[src/rtl/pipeline_hazard_ctrl_pkg.sv]
// Shared state encodings and constants for the VeSPA pipeline hazard controller.
package pipeline_hazard_ctrl_pkg;

    typedef enum logic [1:0] {
        HZ_RUN     = 2'd0,
        HZ_MEMWAIT = 2'd1,
        HZ_DRAIN   = 2'd2,
        HZ_HALTED  = 2'd3
    } hz_state_e;

    localparam logic [4:0] REG_ZERO = 5'd0;

endpackage

[src/rtl/pipeline_hazard_ctrl_load_use_detect.sv]
// Combinational load-use comparator: a load in EX feeds a source register read in ID.
module pipeline_hazard_ctrl_load_use_detect
    import pipeline_hazard_ctrl_pkg::*;
#(
    parameter bit R0_IS_ZERO = 1'b1
) (
    input  logic       i_ExIsLoad,
    input  logic       i_ExWrEnRf,
    input  logic [4:0] i_ExRdst,
    input  logic [4:0] i_IdRs1,
    input  logic [4:0] i_IdRs2,
    input  logic       i_IdUsesRs1,
    input  logic       i_IdUsesRs2,
    output logic       o_LoadUse
);

    logic w_DstLive;
    logic w_Rs1Hit;
    logic w_Rs2Hit;

    // A hard-wired zero register can never carry a pending load result.
    assign w_DstLive = (i_ExRdst != REG_ZERO) || !R0_IS_ZERO;
    assign w_Rs1Hit  = i_IdUsesRs1 && (i_IdRs1 == i_ExRdst);
    assign w_Rs2Hit  = i_IdUsesRs2 && (i_IdRs2 == i_ExRdst);
    assign o_LoadUse = i_ExIsLoad && i_ExWrEnRf && w_DstLive && (w_Rs1Hit || w_Rs2Hit);

endmodule

[src/rtl/pipeline_hazard_ctrl.sv]
// Stall/flush sequencing for the 5-stage VeSPA pipeline: memory waits, branch
// squashes, load-use bubbles and HLT drain, plus debug stall/timeout counters.
module pipeline_hazard_ctrl
    import pipeline_hazard_ctrl_pkg::*;
#(
    parameter int MEM_TIMEOUT  = 255,
    parameter int DRAIN_CYCLES = 3,
    parameter bit R0_IS_ZERO   = 1'b1
) (
    input  logic        i_Clk,
    input  logic        i_Rst,
    input  logic [4:0]  i_IdRs1,
    input  logic [4:0]  i_IdRs2,
    input  logic        i_IdUsesRs1,
    input  logic        i_IdUsesRs2,
    input  logic        i_IdHalt,
    input  logic        i_ExIsLoad,
    input  logic        i_ExWrEnRf,
    input  logic [4:0]  i_ExRdst,
    input  logic        i_ExBranchTaken,
    input  logic        i_MemReq,
    input  logic        i_MemReady,
    output logic        o_StallPc,
    output logic        o_StallIfId,
    output logic        o_StallIdEx,
    output logic        o_StallExMem,
    output logic        o_StallMemWb,
    output logic        o_FlushIfId,
    output logic        o_FlushIdEx,
    output logic        o_Halted,
    output logic        o_MemTimeout,
    output logic [31:0] o_StallCount
);

    localparam logic [7:0] TIMEOUT_LIM = 8'(MEM_TIMEOUT);
    localparam logic [7:0] DRAIN_LAST  = 8'(DRAIN_CYCLES - 1);

    hz_state_e   r_State;
    logic [7:0]  r_WaitCnt;
    logic [7:0]  r_DrainCnt;
    logic        r_Halted;
    logic        r_MemTimeout;
    logic [31:0] r_StallCount;

    logic        w_LoadUse;
    logic        w_MemWait;
    logic        w_Draining;
    logic [7:0]  w_WaitNext;

    pipeline_hazard_ctrl_load_use_detect #(
        .R0_IS_ZERO (R0_IS_ZERO)
    ) u_load_use (
        .i_ExIsLoad  (i_ExIsLoad),
        .i_ExWrEnRf  (i_ExWrEnRf),
        .i_ExRdst    (i_ExRdst),
        .i_IdRs1     (i_IdRs1),
        .i_IdRs2     (i_IdRs2),
        .i_IdUsesRs1 (i_IdUsesRs1),
        .i_IdUsesRs2 (i_IdUsesRs2),
        .o_LoadUse   (w_LoadUse)
    );

    // Once halted the core ignores memory entirely; only reset leaves HALTED.
    assign w_MemWait  = i_MemReq && !i_MemReady && (r_State != HZ_HALTED);
    assign w_Draining = (r_State == HZ_DRAIN) || (r_State == HZ_HALTED);
    assign w_WaitNext = (r_WaitCnt == 8'hFF) ? r_WaitCnt : r_WaitCnt + 8'd1;

    always_comb begin
        o_StallPc    = 1'b0;
        o_StallIfId  = 1'b0;
        o_StallIdEx  = 1'b0;
        o_StallExMem = 1'b0;
        o_StallMemWb = 1'b0;
        o_FlushIfId  = 1'b0;
        o_FlushIdEx  = 1'b0;
        if (!i_Rst) begin
            if (w_MemWait) begin
                o_StallPc    = 1'b1;
                o_StallIfId  = 1'b1;
                o_StallIdEx  = 1'b1;
                o_StallExMem = 1'b1;
                o_StallMemWb = 1'b1;
            end else if (w_Draining) begin
                o_StallPc    = 1'b1;
                o_StallIfId  = 1'b1;
                o_FlushIdEx  = 1'b1;
            end else if (i_ExBranchTaken) begin
                o_FlushIfId  = 1'b1;
                o_FlushIdEx  = 1'b1;
            end else if (w_LoadUse) begin
                o_StallPc    = 1'b1;
                o_StallIfId  = 1'b1;
                o_FlushIdEx  = 1'b1;
            end else if (i_IdHalt) begin
                o_StallPc    = 1'b1;
                o_StallIfId  = 1'b1;
            end
        end
    end

    always_ff @(posedge i_Clk) begin
        if (i_Rst) begin
            r_State      <= HZ_RUN;
            r_WaitCnt    <= 8'd0;
            r_DrainCnt   <= 8'd0;
            r_Halted     <= 1'b0;
            r_MemTimeout <= 1'b0;
            r_StallCount <= 32'd0;
        end else begin
            if (o_StallPc) begin
                r_StallCount <= r_StallCount + 32'd1;
            end
            case (r_State)
                HZ_RUN, HZ_MEMWAIT: begin
                    if (w_MemWait) begin
                        r_State   <= HZ_MEMWAIT;
                        r_WaitCnt <= w_WaitNext;
                        if (w_WaitNext >= TIMEOUT_LIM) begin
                            r_MemTimeout <= 1'b1;
                        end
                    end else begin
                        r_WaitCnt <= 8'd0;
                        // HLT only takes effect when it is not being squashed or re-issued.
                        if (i_IdHalt && !i_ExBranchTaken && !w_LoadUse) begin
                            r_State    <= HZ_DRAIN;
                            r_DrainCnt <= 8'd0;
                        end else begin
                            r_State <= HZ_RUN;
                        end
                    end
                end
                HZ_DRAIN: begin
                    if (!w_MemWait) begin
                        if (r_DrainCnt == DRAIN_LAST) begin
                            r_State  <= HZ_HALTED;
                            r_Halted <= 1'b1;
                        end else begin
                            r_DrainCnt <= r_DrainCnt + 8'd1;
                        end
                    end
                end
                HZ_HALTED: begin
                    r_State <= HZ_HALTED;
                end
                default: begin
                    r_State <= HZ_RUN;
                end
            endcase
        end
    end

    assign o_Halted     = r_Halted;
    assign o_MemTimeout = r_MemTimeout;
    assign o_StallCount = r_StallCount;

endmodule

[config.mk]
export PLATFORM = sky130hd
export DESIGN_NAME = pipeline_hazard_ctrl
export DESIGN_NICKNAME = d
export VERILOG_FILES = /design/src/rtl/pipeline_hazard_ctrl_pkg.sv /design/src/rtl/pipeline_hazard_ctrl_load_use_detect.sv /design/src/rtl/pipeline_hazard_ctrl.sv
export SDC_FILE = /design/constraint.sdc
export NUM_CORES = 1
export LEC_CHECK = 0
export ABC_AREA = 1
export CAP_MARGIN = 10
export CORE_MARGIN = 5
export CORE_UTILIZATION = 45
export DETAILED_ROUTE_END_ITERATION = 7
export PLACE_DENSITY = 0.71
export SETUP_SLACK_MARGIN = 0.02
export SLEW_MARGIN = 10
export SYNTH_ARGS = -nofsm -noshare
export SYNTH_HDL_FRONTEND = slang
export SYNTH_SLANG_ARGS = --single-unit
[constraint.sdc]
create_clock -name i_Clk -period 2 [get_ports i_Clk]
set_input_delay 0.3 -clock i_Clk [delete_from_list [all_inputs] [get_ports i_Clk]]
set_output_delay 0.3 -clock i_Clk [all_outputs]
set_load 0.05 [all_outputs]
# [After elaboration in Yosys (flattened, before gate mapping)]
# Cells that the tools add are included.
[totals] register_bits=52 input_bits=25 wordCells=75 output_inout_bits=41
[classes] order_cmp=1 addsub=3 n_reduce_logical=22 eq_ne=13 mux=29 bitwise_logic=1
[ops] op="8-bit two-way mux" count=6
[ops] op="32-bit by 1-bit adder with 32-bit output (second input constant)" count=1
[ops] op="1-bit two-way mux" count=17
[ops] op="8-bit by 1-bit adder with 8-bit output (second input constant)" count=2
[ops] op="8-bit case mux with 2 select lines" count=1
[ops] op="5-bit == test" count=2
[ops] op="2-bit != test (second input constant)" count=5
[ops] op="1-bit logical AND" count=9
[ops] op="8-bit by 2-bit == test with 1-bit output (second input constant)" count=1
[ops] op="8-bit == test (second input constant)" count=1
[ops] op="8-bit greater-or-equal comparator (second input constant)" count=1
[ops] op="2-bit two-way mux" count=4
[ops] op="2-bit case mux with 3 select lines" count=1
[ops] op="3-bit AND reduction" count=2
[ops] op="5-bit AND reduction" count=1
[ops] op="5-bit nonzero test" count=1
[ops] op="2-bit == test (second input constant)" count=2
[ops] op="1-bit zero test" count=3
[ops] op="2-bit by 1-bit == test with 1-bit output (second input constant)" count=1
[ops] op="2-bit zero test" count=1
[ops] op="1-bit logical OR" count=2
[ops] op="2-bit by 1-bit != test with 1-bit output (second input constant)" count=1
[ops] op="2-bit AND reduction" count=1
[ops] op="2-bit nonzero test" count=1
[ops] op="other kinds (2)" count=2

# [Logic depth before layout (Yosys ltp)]
# Gate-level depths: netlist of the first run.
[depth] word_depth=9 ltp_mapped=13

# [Cells and area by module]
# From an unflattened synthesis of the first run, not the netlist that was laid out.
[hier_totals] cells_unflattened=564 area_unflattened_um2=3393.3
[modules_own_cells] mod="pipeline_hazard_ctrl" seq_area_each_um2=1041.0 area_per_inst_um2=3175.5 cells_each=509 instances=1
[modules_own_cells] mod="pipeline_hazard_ctrl_load_use_detect" seq_area_each_um2=0.0 area_per_inst_um2=217.7 cells_each=55 instances=1

# [Worst setup path after synthesis of the first run]
# No wires, ideal clock.
[synth_path] path_kind="in2out" startpoint="input port i_Rst" endpoint="output port o_StallIdEx" slack_ns=-0.033 path_buffers=3 path_stages=4 required_ns=1.700 arrival_time_ns=1.733 cell_sequence="clkbuf_1 > clkbuf_1 > nor2_1 > buf_4"
[synth_via] elab_chain_len=1
[synth_lines] element="from (decl)" line="pipeline_hazard_ctrl.sv:11" text="input logic i_Rst,"
[synth_lines] element="1-bit two-way mux"
[synth_lines] element="to (decl)" line="pipeline_hazard_ctrl.sv:25" text="output logic o_StallIdEx,"
# Every way passes these cells.

# [Worst setup path after layout of the first run]
[layout_path] startpoint="input port i_IdRs1[3]" endpoint="output port o_StallIfId"
[layout_via] elab_chain_len=9
[layout_lines] element="from (decl)" line="pipeline_hazard_ctrl.sv:12" text="input logic [4:0] i_IdRs1,"
[layout_lines] element="5-bit == test" line="pipeline_hazard_ctrl_load_use_detect.sv:23" text="assign w_Rs1Hit = i_IdUsesRs1 && (i_IdRs1 == i_ExRdst);"
[layout_lines] element="1-bit logical AND" line="pipeline_hazard_ctrl_load_use_detect.sv:23"
[layout_lines] element="1-bit logical OR" line="pipeline_hazard_ctrl_load_use_detect.sv:25" text="assign o_LoadUse = i_ExIsLoad && i_ExWrEnRf && w_DstLive && (w_Rs1Hit || w_Rs2Hit);"
[layout_lines] element="1-bit logical AND" line="pipeline_hazard_ctrl_load_use_detect.sv:25"
[layout_lines] element="1-bit two-way mux" line="pipeline_hazard_ctrl.sv:90" text="end else if (w_LoadUse) begin"
[layout_lines] element="1-bit two-way mux" line="pipeline_hazard_ctrl.sv:87" text="end else if (i_ExBranchTaken) begin"
[layout_lines] element="1-bit two-way mux" line="pipeline_hazard_ctrl.sv:83" text="end else if (w_Draining) begin"
[layout_lines] element="1-bit two-way mux" line="pipeline_hazard_ctrl.sv:77" text="if (w_MemWait) begin"
[layout_lines] element="1-bit two-way mux" line="pipeline_hazard_ctrl.sv:76" text="if (!i_Rst) begin"
[layout_lines] element="to (decl)" line="pipeline_hazard_ctrl.sv:24" text="output logic o_StallIfId,"
# Every way passes these cells.

==> flow_metrics.py, run 1 <==
metrics = {
    "synth": {
        "synth_top_area_cell": "dfxtp_1",
        "synth_seq_cells": 52,
        "yosysTopAreaCellShare_pct": 29.6,
        "synthCells": 584,
        "yosysWarnings": 0,
        "yosys.area_share.simple_pct": 47.2,
        "synthAdderAreaFrac_pct": 1.42,
        "yosys-mux-area-fraction_pct": 0,
        "syn_area_um2": 3510,
        "yosys-top-cells-area": "dfxtp_1 30%, nand2_1 21%, nand3_1 8.8%",
        "synth_nets": 613,
        "synth_cell_types": 33,
        "synth_compound_area_share_pct": 8.26,
        "ys_seq_area_share_pct": 29.6,
        "synthXorXnorAreaFrac_pct": 3.24,
        "synth_top_family_by_area": "simple AND/OR/NAND/NOR gates",
        "avgSynthCellArea_um2": 6.02,
    },
    "placement": {
        "place_ws_ps": -121,
        "port_buffers": 65,
        "gp_congestion": 0.983,
        "hpwl_mm": 7.20,
    },
    "setup_path": {
        "critical_path_class": "in -> out",
        "slowest_stage": "clkdlybuf4s50_1",
        "end_kind": "primary output",
        "crit_arrival_ps": 1620,
        "critPathTopFamily": "buffers and inverters",
        "max_stage_delay_ps": 440,
        "setup.worst_path.start_class": "input port",
        "path_buf_inv": 3,
        "cp_max_fo": 3,
        "cp.required_ps": 1700,
        "crit_chain": "clkdlybuf4s50_1, nand2_1, nand2_2, nor2_2, nand3_2, nand2_2, nand3_2, nand2_4, nand2_4, inv_4, buf_8",
    },
    "run": {
        "maxCapViolations": 0,
    },
    "global_route": {
        "grt_pass1_vias": 3486,
        "use_met2_pct": 31.3,
        "grt_overflow": 0,
        "met1_usage_pct": 26.8,
        "use_met3_pct": 3.79,
        "grt_pass1_wl_mm": 16.1,
        "antenna_found_initial": 0,
        "grt_max_degree": 42,
        "grt_usage_pct": 19.5,
        "grt-busiest-layer": "met2",
    },
    "pwr": {
        "power_mw": 2.15,
        "leakage_nw": 1.91,
        "power.density_nw_per_um2": 475,
        "ir_drop_mv": 0.302,
    },
    "clocking": {
        "clock_sinks": 52,
        "clkTransAtPathRegs_ps": 100,
        "worstSkewPairLatency_ps": 320,
        "cts_tree": "done",
        "cts.htree.levels": 2,
        "cts_buffers": 5,
        "cts_buffer_depth": 2,
        "ctsHoldBuffers": 0,
        "clockRootBuffer": "clkbuf_8",
    },
    "layout": {
        "antenna_cells": 0,
        "nets": 680,
        "syn_to_final_growth_pct": 29.1,
        "drive_gt1_share_pct": 12.0,
        "final_core_util_pct": 59.3,
    },
    "drt": {
        "postRouteAntennaNets": 0,
        "drc": 0,
        "drt-pass1-iter-count": 5,
        "via_per_inst": 5.18,
        "wl_per_cell_um": 12.8,
        "via_count": 3908,
        "drt_iter0_markers": 237,
        "drt-total-wl_mm": 9.68,
    },
    "timing": {
        "holdWs_ps": 452,
        "slew_headroom_pct": 64.9,
        "worst_pin_slew_ps": 525,
        "period_share_pct": 96.2,
        "fmax_mhz": 520,
        "maxSlewViolCount": 0,
        "finalHoldViolations": 0,
        "min_period_ps": 1920,
        "fin_skew_ps": 10.3,
        "postLayoutSetupSlackWorst_ps": 76.7,
        "setup_viol": 0,
    },
    "floorplan": {
        "initial_core_util_pct": 46.0,
        "die_h_um": 98.4,
        "rows": 32,
        "die_area_um2": 9680,
        "core_um2": 7650,
        "die_x_um": 98.4,
        "boundaryPins": 66,
    },
    "run_status": {
        "status": "finished, final reports clean",
    },
    "worst_hold_path": {
        "min_path_type": "reg -> reg",
    },
}
-- kinds of logic (layout without fill, tap and decap cells) --
group           Yosys count  in the layout
compound gates           56             56
buf+inv                  81            149
fa+ha+maj                 4              4
flops                    52             52
simple gates            378            378
xor+xnor                 13             13
-- layer usage --
| layer | share of wire [%] | wire length (um) |
|---|---|---|
| met1 | 45 | 4400 |
| met2 | 46 | 4490 |
| met5 | 0 | 0 |
| met3 | 6.7 | 648 |
| met4 | 1.5 | 150 |
-- tightest hold or removal path: stages, from the launching register on --
cell and delay (ps):
dfxtp_1 320, inv_1 40, a21oi_1 50
-- per-stage QoR --
stage / instance area, um^2 / cells / setup TNS [ps]
after floorplan: 3520 / 584 / 0
after global placement: 4320 / 744 / -147
after detailed placement: 4320 / 744 / -758
after CTS: 4450 / 754 / 0
after global routing: 4540 / 754 / -179
final: 4540 / 754 / 0
-- layout make-up --
type	count	area, um^2
Tap cell	102	128
Clock buffer	6	82.6
Fill cell	765	3110
Timing Repair Buffer	79	846
Inverter	62	235
Clock inverter	2	17.5
Sequential cell	52	1050
Multi-Input combinational cell	451	2180
-- cells in the mapped netlist --
| master | n |
|---|---|
| clkbuf_1 | 5 |
| nor3_1 | 11 |
| buf_1 | 1 |
| nor2_2 | 5 |
| nand3_2 | 1 |
| xnor2_1 | 2 |
| nor2_4 | 2 |
| xor2_1 | 11 |
| buf_6 | 4 |
| nand4_1 | 7 |
| nand2_1 | 193 |
| nor3_4 | 1 |
| buf_2 | 3 |
| a21oi_2 | 1 |
| or2_1 | 1 |
| a2bb2oi_1 | 1 |
| a21oi_1 | 44 |
| ha_1 | 4 |
| nor3b_2 | 1 |
| nand2_4 | 1 |
| inv_2 | 8 |
| buf_4 | 6 |
| nor2_1 | 76 |
| nand3_1 | 62 |
| inv_1 | 54 |
| a31oi_1 | 2 |
| nor3_2 | 4 |
| dfxtp_1 | 52 |
| o21ai_1 | 1 |
| and3_1 | 3 |
| nand3b_1 | 7 |
| nand2_2 | 3 |
| o21ai_0 | 7 |
-- power by group --
group / leakage, nW / switching (mW) / internal (mW)
Combinational: 1.44 / 0.249 / 0.157
Clock: 0.0522 / 0.388 / 0.291
Sequential: 0.421 / 0.0179 / 1.05
-- placed cells by master (no fill, tap or decap), types with 7 or more instances in the layout --
master             n
nor2_1            69
o21ai_0            7
nand4_1            7
xor2_1            11
a21oi_1           44
nand2_1          189
dlymetal6s2s_1    12
inv_2             10
inv_1             51
buf_4             14
nand3_1           60
dlygate4sd2_1      8
clkdlybuf4s50_1   37
nor3_1            10
dfxtp_1           50
nand3b_1           7
nor2_2            11
-- path summary, 6_finish.rpt --
kind / start / endpoint / slack, ps / cells after the start
hold / removal: o_MemTimeout / o_MemTimeout / 450 / 2
hold reg to reg: o_MemTimeout / o_MemTimeout / 450 / 2
setup reg to reg: r_WaitCnt[0] / o_MemTimeout / 260 / 9
setup / recovery: i_IdRs1[3] / o_StallIfId / 80 / 11
-- sequential cells by signal, indices dropped and copies added (netlist names) --
name / cells
o_Halted: 1
o_StallCount: 32
r_DrainCnt: 8
o_MemTimeout: 1
r_WaitCnt: 8
r_State: 2
-- timing repair --
action | in CTS | in global routing
endpoints found under the hold margin | 0 | 0
buffers inserted | 2 | 0
endpoints found under the setup margin | 5 | 13
resized for setup | 17 | 30
pin swaps | 3 | 10
Power figures use the tool's default switching activity.
==> run 2: changes to the inputs <==
GPL_TIMING_DRIVEN = 0   (was unset)
==> flow_metrics.py, run 2 (synthesized netlist as in run 1, its figures left out) <==
metrics = {
    "drt": {
        "via_per_inst": 5.28,
        "via_count": 4012,
        "drt-pass1-iter-count": 5,
        "drt-total-wl_mm": 10.3,
        "postRouteAntennaNets": 0,
        "drt_iter0_markers": 326,
        "wl_per_cell_um": 13.6,
        "drc": 0,
    },
    "setup_path": {
        "cp.required_ps": 1700,
        "slowest_stage": "clkdlybuf4s50_1",
        "end_kind": "primary output",
        "crit_chain": "clkdlybuf4s50_1",
        "crit_arrival_ps": 1640,
        "critPathTopFamily": "buffers and inverters",
        "max_stage_delay_ps": 850,
        "critical_path_class": "reg -> out",
        "setup.worst_path.start_class": "flip-flop",
        "cp_max_fo": 6,
        "path_buf_inv": 1,
    },
    "layout": {
        "final_core_util_pct": 57.9,
        "largest_register_ffs": 32,
        "nets": 686,
        "syn_to_final_growth_pct": 26.0,
        "antenna_cells": 0,
        "finalInstanceArea_um2": 4430,
        "drive_gt1_share_pct": 10.3,
        "mostFrequentLayoutCells": "192 x nand2_1, 72 x nor2_1, 62 x nand3_1",
        "final_cells": 760,
        "final_common_cell": "nand2_1",
    },
    "clocking": {
        "cts_tree": "done",
        "worstSkewPairLatency_ps": 310,
        "clkTransAtPathRegs_ps": 110,
        "clockRootBuffer": "clkbuf_8",
        "cts_buffer_depth": 2,
        "cts_buffers": 5,
        "clock_sinks": 52,
        "cts.htree.levels": 2,
    },
    "run": {
        "maxCapViolations": 0,
    },
    "global_route": {
        "grt_overflow": 0,
        "grt_pass1_wl_mm": 16.9,
        "antenna_found_initial": 0,
        "grt_pass1_vias": 3653,
        "grt_usage_pct": 20.9,
        "grt_max_degree": 18,
    },
    "pwr": {
        "power.density_nw_per_um2": 474,
        "leakage_nw": 1.88,
        "ir_drop_mv": 0.281,
    },
    "timing": {
        "holdWs_ps": 412,
        "setup_viol": 0,
        "slew_headroom_pct": 59.8,
        "period_share_pct": 96.9,
        "fmax_mhz": 516,
        "finalHoldViolations": 0,
        "worst_pin_slew_ps": 603,
        "rsz0062_at_grt": "true",
        "maxSlewViolCount": 0,
        "min_period_ps": 1940,
        "fin_skew_ps": 11.1,
    },
    "floorplan": {
        "die_h_um": 98.4,
        "initial_core_util_pct": 46.0,
        "boundaryPins": 66,
        "die_area_um2": 9680,
        "die_x_um": 98.4,
        "rows": 32,
        "core_um2": 7650,
    },
    "placement": {
        "place_inst": 750,
        "gp_congestion": 0.953,
        "port_buffers": 64,
        "place_area_um2": 4290,
        "hpwl_mm": 7.96,
    },
    "run_status": {
        "status": "finished, final reports clean",
    },
    "worst_hold_path": {
        "min_path_type": "in -> reg",
    },
}
[run 2: cell count changes in the layout (fill, tap and decap cells not counted), moves of 3 or more]
| cell | delta |
|---|---|
| clkbuf_1 | +5 |
| dlygate4sd2_1 | +3 |
| buf_2 | +5 |
| clkdlybuf4s50_1 | -3 |
| buf_12 | -6 |
| nand2_2 | -3 |
| nor2_1 | +3 |
| buf_6 | +4 |
| buf_4 | -4 |
| nand2_1 | +3 |
[run 2: metrics by stage]
stage               setup slack, ps  power (mW)  setup TNS (ps)
CTS                           -31.3        2.11           -31.3
global route                  -12.3        2.20           -12.3
finish                         62.9        2.10               0
floorplan                      29.9        1.34               0
global placement               -862        1.48           -3760
detailed placement             -900        1.48           -4660
[run 2: what timing repair did]
action | 4_1_cts | 5_1_grt
endpoints found under the setup margin | 9 | 13
hold buffers | 0 | 0
pin swaps | 5 | 8
setup buffers | 2 | 0
hold endpoints to repair | 0 | 0
resized for setup | 53 | 21
[run 2: cell type report]
class	instances	area (um^2)
Buffer	19	130
Fill cell	771	3220
Tap cell	102	128
Inverter	62	235
Clock inverter	3	23.8
Clock buffer	5	68.8
Timing Repair Buffer	66	658
Multi-Input combinational cell	451	2140
Sequential cell	52	1040
[run 2: where the power goes]
group          total [mW]  internal (mW)  switching (mW)
clock network       0.636          0.249           0.387
registers            1.07           1.05          0.0181
logic               0.392          0.141           0.251
[run 2: per-layer routing]
layer / share of wire (%) / vias to the layer above / track usage [%]
met1: 46 / 1837 / 29.4
met3: 7.0 / 18 / 2.93
li1: - / 2008 / -
met5: 0 / - / 0
met2: 45 / 149 / 32.9
met4: 1.6 / 0 / 6.51
[run 2: path summary, 6_finish.rpt]
| check | from | end | slack [ps] | depth (start not counted) |
|---|---|---|---|---|
| setup / recovery | o_StallCount[10] | o_StallCount[10] | 60 | 1 |
| hold / removal | i_Rst | r_State[0] | 410 | 2 |
| hold reg to reg | r_WaitCnt[7] | r_WaitCnt[7] | 460 | 2 |
| setup reg to reg | o_StallCount[9] | o_StallCount[10] | 220 | 7 |
==> run 3: changes to the inputs <==
CELL_PAD_IN_SITES_DETAIL_PLACEMENT = 0   (was unset)
CELL_PAD_IN_SITES_GLOBAL_PLACEMENT = 2   (was unset)
CORE_UTILIZATION = 27   (was 45)
PLACE_DENSITY = unset   (was 0.71)
PLACE_DENSITY_LB_ADDON = 0.1   (was unset)
==> flow_metrics.py, run 3 (synthesized netlist as in run 1, its figures left out) <==
metrics = {
    "run_status": {
        "status": "finished, final reports clean",
    },
    "global_route": {
        "grt_usage_pct": 15.6,
        "grt_max_degree": 16,
        "grt_overflow": 0,
        "antenna_found_initial": 0,
        "grt_pass1_wl_mm": 18.4,
        "grt_pass1_vias": 3506,
    },
    "drt": {
        "drt-pass1-iter-count": 4,
        "via_count": 3818,
        "drc": 0,
        "via_per_inst": 4.59,
        "wl_per_cell_um": 14.1,
        "drt_iter0_markers": 195,
        "drt-total-wl_mm": 11.7,
        "postRouteAntennaNets": 0,
    },
    "timing": {
        "slew_headroom_pct": 61.9,
        "min_period_ps": 1930,
        "setup_viol": 0,
        "worst_pin_slew_ps": 571,
        "holdWs_ps": 437,
        "fin_skew_ps": 4.31,
        "rsz0062_at_grt": "true",
        "finalHoldViolations": 0,
        "maxSlewViolCount": 0,
        "fmax_mhz": 519,
        "period_share_pct": 96.3,
    },
    "setup_path": {
        "reg2reg_depth": 10,
        "critical_path_class": "in -> out",
        "cp.required_ps": 1700,
        "crit_arrival_ps": 1630,
        "r2r_start": "o_StallCount[0]",
        "r2r-end": "o_StallCount[20]",
        "end_kind": "primary output",
        "setup.worst_path.start_class": "input port",
        "cp_max_fo": 4,
        "r2r_slack_ps": 150,
    },
    "pwr": {
        "ir_drop_mv": 0.321,
        "leakage_nw": 1.89,
        "power_mw": 2.47,
        "power.density_nw_per_um2": 537,
    },
    "floorplan": {
        "die_h_um": 124,
        "die_area_um2": 15400,
        "initial_core_util_pct": 27.7,
        "rows": 41,
        "boundaryPins": 66,
        "die_x_um": 124,
        "core_um2": 12700,
    },
    "layout": {
        "syn_to_final_growth_pct": 30.9,
        "final_common_cell": "nand2_1",
        "antenna_cells": 0,
        "mostFrequentLayoutCells": "192 x nand2_1, 70 x nor2_1, 61 x nand3_1",
        "drive_gt1_share_pct": 11.4,
        "largest_register_ffs": 32,
        "nets": 687,
    },
    "worst_hold_path": {
        "hold_depth": 4,
        "worstHoldStart": "i_MemReady",
        "hold_end": "r_State[0]",
        "min_path_type": "in -> reg",
    },
    "clocking": {
        "cts_buffers": 5,
        "clockRootBuffer": "clkbuf_16",
        "cts_buffer_depth": 2,
        "cts_tree": "done",
        "cts.htree.levels": 2,
        "clkTransAtPathRegs_ps": 70,
        "clock_sinks": 52,
        "worstSkewPairLatency_ps": 300,
        "ctsHoldBuffers": 0,
    },
    "placement": {
        "hpwl_mm": 9.17,
        "gp_congestion": 0.873,
        "port_buffers": 64,
    },
    "run": {
        "maxCapViolations": 0,
    },
}
==> run 3: changes by cell type in the layout (fill, tap and decap cells not counted), moves of 3 or more <==
cell,before,now
clkbuf_16,0,5
clkbuf_8,5,0
clkbuf_4,1,5
dlygate4sd2_1,11,14
inv_1,51,48
inv_2,10,13
==> run 3: cell type report <==
class,instances,area (um^2)
tap,172,215
inverter,62,235
buffer,19,134
timing repair buffer,67,656
sequential,52,1040
multi-input combinational,451,2150
clock buffer,6,129
clock inverter,2,35.0
fill,1420,8070
==> run 3: worst max-delay path: stages <==
cell,delay [ps]
clkdlybuf4s50_1,410
inv_2,60
nor2_2,40
nor2_2,140
inv_2,70
nor2_4,120
nand2_4,70
nand2_4,90
inv_4,40
buf_4,130
buf_8,140
==> run 3: repair_timing <==
action / 4_1_cts / 5_1_grt
buffers inserted: 2 / 1
gates resized for setup: 57 / 30
pin swaps: 9 / 10
endpoints found under the setup margin: 10 / 11
==> run 3: per-stage QoR <==
stage	cells	util, %	cell area [um^2]	worst slack [ps]	setup TNS [ps]
after global placement	820	34.6	4380	-999	-8730
final	831	36.3	4600	74.2	0
after detailed placement	820	34.6	4380	-966	-7660
after global routing	831	36.3	4600	-14.6	-14.6
after floorplan	584	-	3520	29.9	0
after CTS	830	35.8	4540	-50.1	-51.8
==> run 3: power by group <==
part           total, mW  internal [mW]  switching, mW  leakage (nW)
Sequential          1.07           1.05         0.0190         0.420
Combinational      0.409          0.144          0.265          1.39
Clock              0.990          0.590          0.400        0.0808
Total               2.47           1.78          0.684          1.89
==> run 3: worst max path at each step <==
stage	startpoint	to	cells after the start
2_1_floorplan	i_Rst	o_FlushIdEx	5
6_report	i_MemReq	o_StallPc	11
3_3_place_gp	i_ExRdst[0]	o_StallPc	13
5_1_grt	i_ExRdst[4]	o_StallPc	13
4_1_cts	i_IdRs1[1]	o_StallPc	13
3_5_place_dp	i_ExRdst[0]	o_StallPc	13
==> run 3: routing by layer <==
layer	vias to the layer above	global-route usage, %	share of wire, %
li1	2011	-	-
met1	1712	22.9	52
met2	87	22.5	41
met3	8	3.72	5.8
met4	0	4.52	1.4
met5	-	0	0
